==> src/rtl/led_step_counter_pkg.sv <==
// Shared types and constants for the LED step counter: FSM state encoding,
// default debounce window and small state decode helpers.
package led_step_counter_pkg;

    localparam int DB_CYCLES_DEFAULT = 1250000;

    // Bit 1 = paused, bit 0 = counting down.
    typedef enum logic [1:0] {
        RUN_UP     = 2'b00,
        RUN_DOWN   = 2'b01,
        PAUSE_UP   = 2'b10,
        PAUSE_DOWN = 2'b11
    } state_t;

    function automatic logic is_up(input state_t s);
        return (s == RUN_UP) || (s == PAUSE_UP);
    endfunction

    function automatic logic is_running(input state_t s);
        return (s == RUN_UP) || (s == RUN_DOWN);
    endfunction

    function automatic state_t make_state(input logic run, input logic up);
        return state_t'({~run, ~up});
    endfunction

endpackage

==> src/rtl/led_step_counter_if.sv <==
// Board-side signal bundle of the LED step counter: raw switches/buttons,
// the divided tick, and the registered LED/status outputs.
interface led_step_counter_if #(
    parameter int WIDTH = 4
);
    logic             TickIn;
    logic             BtnMode;
    logic             BtnPause;
    logic             LoadEn;
    logic [WIDTH-1:0] LoadVal;
    logic [WIDTH-1:0] Count;
    logic             Dir;
    logic             Running;
    logic             Wrap;

    modport master (
        output TickIn, BtnMode, BtnPause, LoadEn, LoadVal,
        input  Count, Dir, Running, Wrap
    );

    modport slave (
        input  TickIn, BtnMode, BtnPause, LoadEn, LoadVal,
        output Count, Dir, Running, Wrap
    );
endinterface

==> src/rtl/led_step_counter_button_debounce.sv <==
// Push-button conditioner: 2-flop synchroniser, stability-window debounce and
// a one-cycle press pulse on the debounced rising edge (release is silent).
module button_debounce
    import led_step_counter_pkg::*;
#(
    parameter int DB_CYCLES = DB_CYCLES_DEFAULT
) (
    input  logic ClkIn,
    input  logic RstN,
    input  logic i_btn,
    output logic o_press
);

    localparam int               CNT_W    = (DB_CYCLES > 1) ? $clog2(DB_CYCLES) : 1;
    localparam logic [CNT_W-1:0] CNT_LAST = CNT_W'(DB_CYCLES - 1);

    logic [1:0]       r_sync;
    logic             r_level;
    logic [CNT_W-1:0] r_cnt;
    logic             r_press;

    // NOTE: sequential state uses non-blocking assignments so every flop samples
    // pre-edge values, matching the hardware regardless of statement order.
    always_ff @(posedge ClkIn or negedge RstN) begin
        if (!RstN) begin
            r_sync  <= '0;
            r_level <= 1'b0;
            r_cnt   <= '0;
            r_press <= 1'b0;
        end else begin
            r_sync  <= {r_sync[0], i_btn};
            r_press <= 1'b0;
            if (r_sync[1] == r_level) begin
                r_cnt <= '0;
            end else if (r_cnt == CNT_LAST) begin
                r_level <= r_sync[1];
                r_cnt   <= '0;
                r_press <= r_sync[1];
            end else begin
                r_cnt <= r_cnt + CNT_W'(1);
            end
        end
    end

    assign o_press = r_press;

endmodule

==> src/rtl/led_step_counter.sv <==
// LED step counter: synchronised tick drives an up/down modulo counter whose
// direction and run/pause state are toggled by debounced push-buttons.
module led_step_counter
    import led_step_counter_pkg::*;
#(
    parameter int WIDTH     = 4,
    parameter int DB_CYCLES = DB_CYCLES_DEFAULT
) (
    input  logic                ClkIn,
    input  logic                RstN,
    led_step_counter_if.slave   bus
);

    logic [1:0]       r_tick_sync;
    logic [1:0]       r_sync_valid;
    logic [1:0]       r_load_en_sync;
    logic [WIDTH-1:0] r_load_val_meta;
    logic [WIDTH-1:0] r_load_val_sync;
    logic             r_tick_prev;
    logic             r_tick_armed;
    logic             r_step;
    logic [WIDTH-1:0] r_count;
    logic             r_wrap;
    state_t           r_state;
    state_t           w_state_next;
    logic             w_step_rise;
    logic             w_mode_press;
    logic             w_pause_press;
    logic             w_dir;
    logic             w_running;

    always_ff @(posedge ClkIn or negedge RstN) begin
        if (!RstN) begin
            r_tick_sync     <= '0;
            r_sync_valid    <= '0;
            r_load_en_sync  <= '0;
            r_load_val_meta <= '0;
            r_load_val_sync <= '0;
        end else begin
            r_tick_sync     <= {r_tick_sync[0], bus.TickIn};
            r_sync_valid    <= {r_sync_valid[0], 1'b1};
            r_load_en_sync  <= {r_load_en_sync[0], bus.LoadEn};
            r_load_val_meta <= bus.LoadVal;
            r_load_val_sync <= r_load_val_meta;
        end
    end

    // The synchroniser's reset zeros are not a real low observation, so arming
    // waits until the synchronised tick carries sampled data.
    assign w_step_rise = r_tick_sync[1] & ~r_tick_prev & r_tick_armed;

    always_ff @(posedge ClkIn or negedge RstN) begin
        if (!RstN) begin
            r_tick_prev  <= 1'b0;
            r_tick_armed <= 1'b0;
            r_step       <= 1'b0;
        end else begin
            r_tick_prev  <= r_tick_sync[1];
            r_tick_armed <= r_tick_armed | (r_sync_valid[1] & ~r_tick_sync[1]);
            r_step       <= w_step_rise;
        end
    end

    button_debounce #(.DB_CYCLES(DB_CYCLES)) u_mode_db (
        .ClkIn   (ClkIn),
        .RstN    (RstN),
        .i_btn   (bus.BtnMode),
        .o_press (w_mode_press)
    );

    button_debounce #(.DB_CYCLES(DB_CYCLES)) u_pause_db (
        .ClkIn   (ClkIn),
        .RstN    (RstN),
        .i_btn   (bus.BtnPause),
        .o_press (w_pause_press)
    );

    always_ff @(posedge ClkIn or negedge RstN) begin
        if (!RstN) r_state <= RUN_UP;
        else       r_state <= w_state_next;
    end

    // NOTE: every always_comb output gets a value on every path (default first)
    // so no latch is inferred.
    always_comb begin
        w_state_next = r_state;
        if (w_mode_press || w_pause_press)
            w_state_next = make_state(is_running(r_state) ^ w_pause_press,
                                      is_up(r_state) ^ w_mode_press);
    end

    always_comb begin
        w_dir     = is_up(r_state);
        w_running = is_running(r_state);
    end

    // Direction comes from the pre-edge state, so a simultaneous mode press
    // only affects later steps.
    always_ff @(posedge ClkIn or negedge RstN) begin
        if (!RstN) begin
            r_count <= '0;
            r_wrap  <= 1'b0;
        end else begin
            r_wrap <= 1'b0;
            if (r_load_en_sync[1]) begin
                r_count <= r_load_val_sync;
            end else if (r_step && w_running) begin
                if (w_dir) begin
                    r_count <= r_count + WIDTH'(1);
                    r_wrap  <= &r_count;
                end else begin
                    r_count <= r_count - WIDTH'(1);
                    r_wrap  <= ~|r_count;
                end
            end
        end
    end

    assign bus.Count   = r_count;
    assign bus.Wrap    = r_wrap;
    assign bus.Dir     = w_dir;
    assign bus.Running = w_running;

endmodule
==> src/flat_wrapper.sv <==
// flat-port wrapper written by rule: the top's interface ports become plain ports
module led_step_counter_flat import led_step_counter_pkg::*;
#(
    parameter int WIDTH     = 4,
    parameter int DB_CYCLES = DB_CYCLES_DEFAULT
)
  (ClkIn, RstN, bus_TickIn, bus_BtnMode, bus_BtnPause, bus_LoadEn, bus_LoadVal, bus_Count, bus_Dir, bus_Running, bus_Wrap);
  led_step_counter_if #(.WIDTH(WIDTH)) bus_i ();
  input  logic ClkIn;
  input  logic RstN;
  input wire logic [$bits(bus_i.TickIn)-1:0] bus_TickIn;
  input wire logic [$bits(bus_i.BtnMode)-1:0] bus_BtnMode;
  input wire logic [$bits(bus_i.BtnPause)-1:0] bus_BtnPause;
  input wire logic [$bits(bus_i.LoadEn)-1:0] bus_LoadEn;
  input wire logic [$bits(bus_i.LoadVal)-1:0] bus_LoadVal;
  output wire logic [$bits(bus_i.Count)-1:0] bus_Count;
  output wire logic [$bits(bus_i.Dir)-1:0] bus_Dir;
  output wire logic [$bits(bus_i.Running)-1:0] bus_Running;
  output wire logic [$bits(bus_i.Wrap)-1:0] bus_Wrap;
  assign bus_i.TickIn = bus_TickIn;
  assign bus_i.BtnMode = bus_BtnMode;
  assign bus_i.BtnPause = bus_BtnPause;
  assign bus_i.LoadEn = bus_LoadEn;
  assign bus_i.LoadVal = bus_LoadVal;
  assign bus_Count = bus_i.Count;
  assign bus_Dir = bus_i.Dir;
  assign bus_Running = bus_i.Running;
  assign bus_Wrap = bus_i.Wrap;
  led_step_counter #(.WIDTH(WIDTH), .DB_CYCLES(DB_CYCLES)) u_core (.ClkIn(ClkIn), .RstN(RstN), .bus(bus_i));
endmodule
==> config.mk <==
export PLATFORM = sky130hd
export DESIGN_NAME = led_step_counter_flat
export DESIGN_NICKNAME = d
export VERILOG_FILES = /design/src/rtl/led_step_counter_pkg.sv /design/src/rtl/led_step_counter_if.sv /design/src/rtl/led_step_counter_button_debounce.sv /design/src/rtl/led_step_counter.sv /design/src/flat_wrapper.sv
export SDC_FILE = /design/constraint.sdc
export NUM_CORES = 1
export LEC_CHECK = 0
export BUFFER_PORTS_ARGS = -buffer_cell sky130_fd_sc_hd__buf_2
export CAP_MARGIN = 20
export CORE_UTILIZATION = 50
export CTS_BUF_LIST = sky130_fd_sc_hd__clkbuf_4 sky130_fd_sc_hd__clkbuf_8 sky130_fd_sc_hd__clkbuf_16
export CTS_CLUSTER_SIZE = 25
export DETAILED_ROUTE_END_ITERATION = 8
export PLACE_DENSITY = 0.68
export SYNTH_ARGS = -nofsm -noshare
export SYNTH_HDL_FRONTEND = slang
export SYNTH_SLANG_ARGS = --single-unit
==> constraint.sdc <==
create_clock -name ClkIn -period 2.64 [get_ports ClkIn]
set_input_delay 0.264 -clock ClkIn [delete_from_list [all_inputs] [get_ports ClkIn]]
set_output_delay 0.264 -clock ClkIn [all_outputs]
set_load 0.005 [all_outputs]
==> results by stage <==
GRT:
- The wire length of the first global-routing pass is 9.411 mm.
- In the global route stage, met2 resource usage came out at 0.2967.
- For met3 alone, demand over resource in global routing was 0.06923.
- The number of global-route vias before repair is 2045.
- The overall track demand over capacity in global routing is 0.1918.
- For met1 alone, demand over resource in global routing was 0.2452.
- After global routing, the most crowded layer is met2.
- Entering global routing, the biggest net connects 75 pins.
- The initial antenna violation count is 0.
- Global routing finished with a remaining overflow of 0.

Yosys:
- The most frequently used flop master after synthesis is sky130_fd_sc_hd__dfrtp_1.
- Counting distinct cell types in the post-synthesis netlist gives 43.
- sky130_fd_sc_hd__dfrtp_1 takes more of the synthesized area than any other cell.
- The sequential share of the synthesized area is 0.5721.
- The post-synthesis area per instance is 11.20 um^2.
- The most frequent cell after synthesis is sky130_fd_sc_hd__dfrtp_1.
- The number of nets in the synthesized netlist is 303.
- Sorting the synthesized cells by how often they occur yields sky130_fd_sc_hd__dfrtp_1 (74), sky130_fd_sc_hd__nor2_1 (33), sky130_fd_sc_hd__xor2_1 (29).
- The async set or reset register ratio after synthesis is 1.000.
- Ranked by total cell area, the synthesized netlist is headed by sky130_fd_sc_hd__dfrtp_1 (57%), sky130_fd_sc_hd__xor2_1 (7.8%), sky130_fd_sc_hd__nor2_1 (3.8%), sky130_fd_sc_hd__nand4_1 (2.9%), sky130_fd_sc_hd__and4_1 (2.4%).
- After synthesis the netlist holds a flip-flop and latch count of 74.
- The number of synthesized flops with an enable pin is 0.
- In the synthesized netlist, the number of instances is 289.
- The Yosys step of the flow raised 0 warnings.
- Summing every instance area after synthesis gives 0.003237 mm^2.
- The area share of the largest cell type after synthesis is 0.5721.

Clocking:
- The number of buffers created by CTS is 9.
- The CTS tree is yes.
- Clock-pin slew was measured on the worst setup and hold paths at 0.08 ns.
- The clock latency of the later-clocked register in the worst-skew pair is 0.35 ns.
- The number of buffers inserted by hold repair at cts is 4.
- The number of H-tree levels is 3.
- The maximum clock path buffer count is 2.
- CTS saw 74 sinks.
- The master cell of the clock root buffer is sky130_fd_sc_hd__clkbuf_8.
- In this run, post-CTS repair resized a total of 0 instances.
- Once the clock tree was built, the setup fixing pass inserted 0 buffers.

Floorplan:
- For this design the top-level I/O count stands at 17.
- The area enclosed by the die boundary is 0.006800 mm^2.
- The core area is 0.006096 mm^2.
- The floorplan step set the die height to 82.46 um.
- The die outline width is 82.46 um.
- The effective utilization at floorplan is 0.5310.
- The row count is 28.

Route:
- After the first detailed-routing iteration, the DRC count stood at 136.
- The aggregate routed wire length is 5.757 mm.
- Dividing the detail-routed wire length by the instance count gives 14.65 um.
- The via count is 2167.
- After detailed routing, the number of vias per cell comes to 5.514.
- Once detail routing completed, the nets flagged for antenna violations numbered 0.
- The first detailed-routing pass ran for 4 iterations.
- The total DRC errors in the routed layout is 0.

Power:
- The share of total power consumed by net switching is 0.2276.
- The share of total power dissipated in sequential elements is 0.518.
- In this run the static leakage power is 1.643 nW.
- The internal portion of total power is 1.773 mW.
- The total power per unit cell area is 626.3 mW/mm^2.
- The worst-case IR drop observed on VDD is 0.5071 mV.
- Total power for the finished layout comes to 2.296 mW.
- The fraction of power consumed by combinational cells is 0.044.
- The net load switching power is 0.5225 mW.
- The clock network power share is 0.438.

Final layout:
- The fraction of layout instances using a drive strength above 1 is 0.1352.
- The area of all placed cells without fillers is 0.003666 mm^2.
- The layout filler cell count is 536.
- The utilization of the core after routing is 0.6014.
- The area added between synthesis and finish is 13.26%.
- After the flow finishes, the layout carries non-filler instances totaling 393.
- The number of nets at the end of the flow is 327.
- The number of inserted diodes is 0.

Setup path:
- The worst setup path is of the flop to flop kind.
- The worst setup path is captured at a flop.
- Data on the critical path arrives at its endpoint at 2.07 ns.
- The biggest fanout along the worst timing path is 10.
- The endpoint required time on the critical path is 2.92 ns.
- The startpoint type of the worst setup path is a flop.

Timing:
- For the pin with the worst max-slew slack, the measured transition is 0.9071 ns.
- The tightest slew margin relative to the limit is 0.3953.
- The total negative slack is 0 ns.
- The setup slack of the critical path after layout is 0.8416 ns.
- The total setup violations reported at the end of the flow is 0.
- The maximum achievable frequency is 556.1 MHz.
- The final count of pins violating max slew came to 0.
- The final worst hold slack is 0.01588 ns.
- The clock period minus worst slack is 1.798 ns.
- Clock skew on the completed layout was measured at 0.009951 ns.
- The number of hold violations in the final report was 0.
- Of the available clock period, the critical path in the final layout requires 0.6812.
- Setup repair after global routing left no endpoint under its margin.

Job:
- Max-cap violations in this run came to 0.

Place:
- Prior to clock tree synthesis, the placed netlist has a worst setup slack of 0.8625 ns.
- The port buffer count is 16.
- Summing all placed instances gives a cell area of 0.003382 mm^2.
- The cell count after placement is 372.
- The HPWL after detailed placement is 3.646 mm.
- The weighted congestion reported at the end of routability-driven placement is 0.8346.

Run status:
- The run finished with clean final reports.

Worst hold path:
- The worst hold path belongs to the class input port to asynchronous set/reset pin.
==> cells by family after synthesis <==
kind of cell	count (synthesis)	synth area share
AOI/OAI and AO/OA	38	0.07190
xor gates and xnor gates	33	0.08929
adders and majority gates	4	0.01546
buffers and inverters	19	0.02744
DFF	74	0.5721
muxes	3	0.01005
other	1	0.001159
and+or+nand+nor	117	0.2126
==> worst max-delay path: stages, from the launching register on <==
cell and delay, ns:
sky130_fd_sc_hd__dfrtp_1 0.43, sky130_fd_sc_hd__and4_1 0.41, sky130_fd_sc_hd__nand4_4 0.20, sky130_fd_sc_hd__or4_1 0.53, sky130_fd_sc_hd__a21oi_1 0.17
==> layout by cell type, fill, tap and decap left out, types with 3 or more instances in the layout <==
cell type,instances
sky130_fd_sc_hd__a21oi_1,14
sky130_fd_sc_hd__and2_1,3
sky130_fd_sc_hd__and4_1,9
sky130_fd_sc_hd__buf_2,15
sky130_fd_sc_hd__buf_4,4
sky130_fd_sc_hd__clkbuf_8,10
sky130_fd_sc_hd__dfrtp_1,74
sky130_fd_sc_hd__dlygate4sd3_1,5
sky130_fd_sc_hd__ha_1,4
sky130_fd_sc_hd__inv_1,8
sky130_fd_sc_hd__nand2_1,15
sky130_fd_sc_hd__nand3_1,9
sky130_fd_sc_hd__nand4_1,15
sky130_fd_sc_hd__nor2_1,33
sky130_fd_sc_hd__nor4b_1,3
sky130_fd_sc_hd__o21ai_0,7
sky130_fd_sc_hd__o31ai_1,7
sky130_fd_sc_hd__or3_1,5
sky130_fd_sc_hd__or4_1,8
sky130_fd_sc_hd__xnor2_1,4
sky130_fd_sc_hd__xor2_1,29
==> sequential cells by signal (all words and copies together) (netlist names), 2 cells and up <==
name and count:
u_core.r_tick_sync 2, u_core.u_pause_db.r_cnt 21, u_core.u_mode_db.r_sync 2, u_core.r_load_en_sync 2
u_core.r_sync_valid 2, u_core.r_load_val_sync 4, u_core.u_pause_db.r_sync 2, u_core.bus.Count 4
u_core.u_mode_db.r_cnt 21, u_core.r_load_val_meta 4, u_core.r_state 2
==> power by group through the flow <==
stage	Combinational (mW)	Sequential, mW	Clock [mW]
global route	0.119	1.19	1.08
detailed placement	0.0973	1.21	0
CTS	0.103	1.19	1.04
global placement	0.0953	1.21	0
finish	0.101	1.19	1.01
floorplan	0.0498	1.21	0
==> final cells by class <==
class	count	area, um^2	share of cell area
flip-flops and latches	74	1852	0.5051
multi-input cells	196	1301	0.3549
repair buffers	24	155.1	0.04232
clock buffers	10	137.6	0.03754
clock inverters	6	96.34	0.02628
well taps	75	93.84	0.02560
inverters	8	30.03	0.008191
==> worst paths after layout <==
path | startpoint | to | slack (ns) | depth (start not counted)
min reg2reg | u_core.r_load_val_meta[3] | u_core.r_load_val_sync[3] | 0.35 | 0
max in group asynchronous | RstN | u_core.u_pause_db.r_cnt[2] | 2.01 | 1
max reg2reg | u_core.u_pause_db.r_cnt[5] | u_core.u_pause_db.r_cnt[20] | 0.84 | 4
min | RstN | u_core.r_load_val_sync[0] | 0.02 | 1
max | u_core.u_pause_db.r_cnt[5] | u_core.u_pause_db.r_cnt[20] | 0.84 | 4
min in group ClkIn | bus_BtnPause | u_core.u_pause_db.r_sync[0] | 0.02 | 1
==> metal layers <==
layer	part of all wire	wire length, um	vias up
li1	-	-	1079
met1	0.50	2886	1055
met2	0.45	2596	24
met3	0.032	185	9
met4	0.015	89	0
met5	0	0	-
Note: power is estimated with default switching activity, not from simulation.
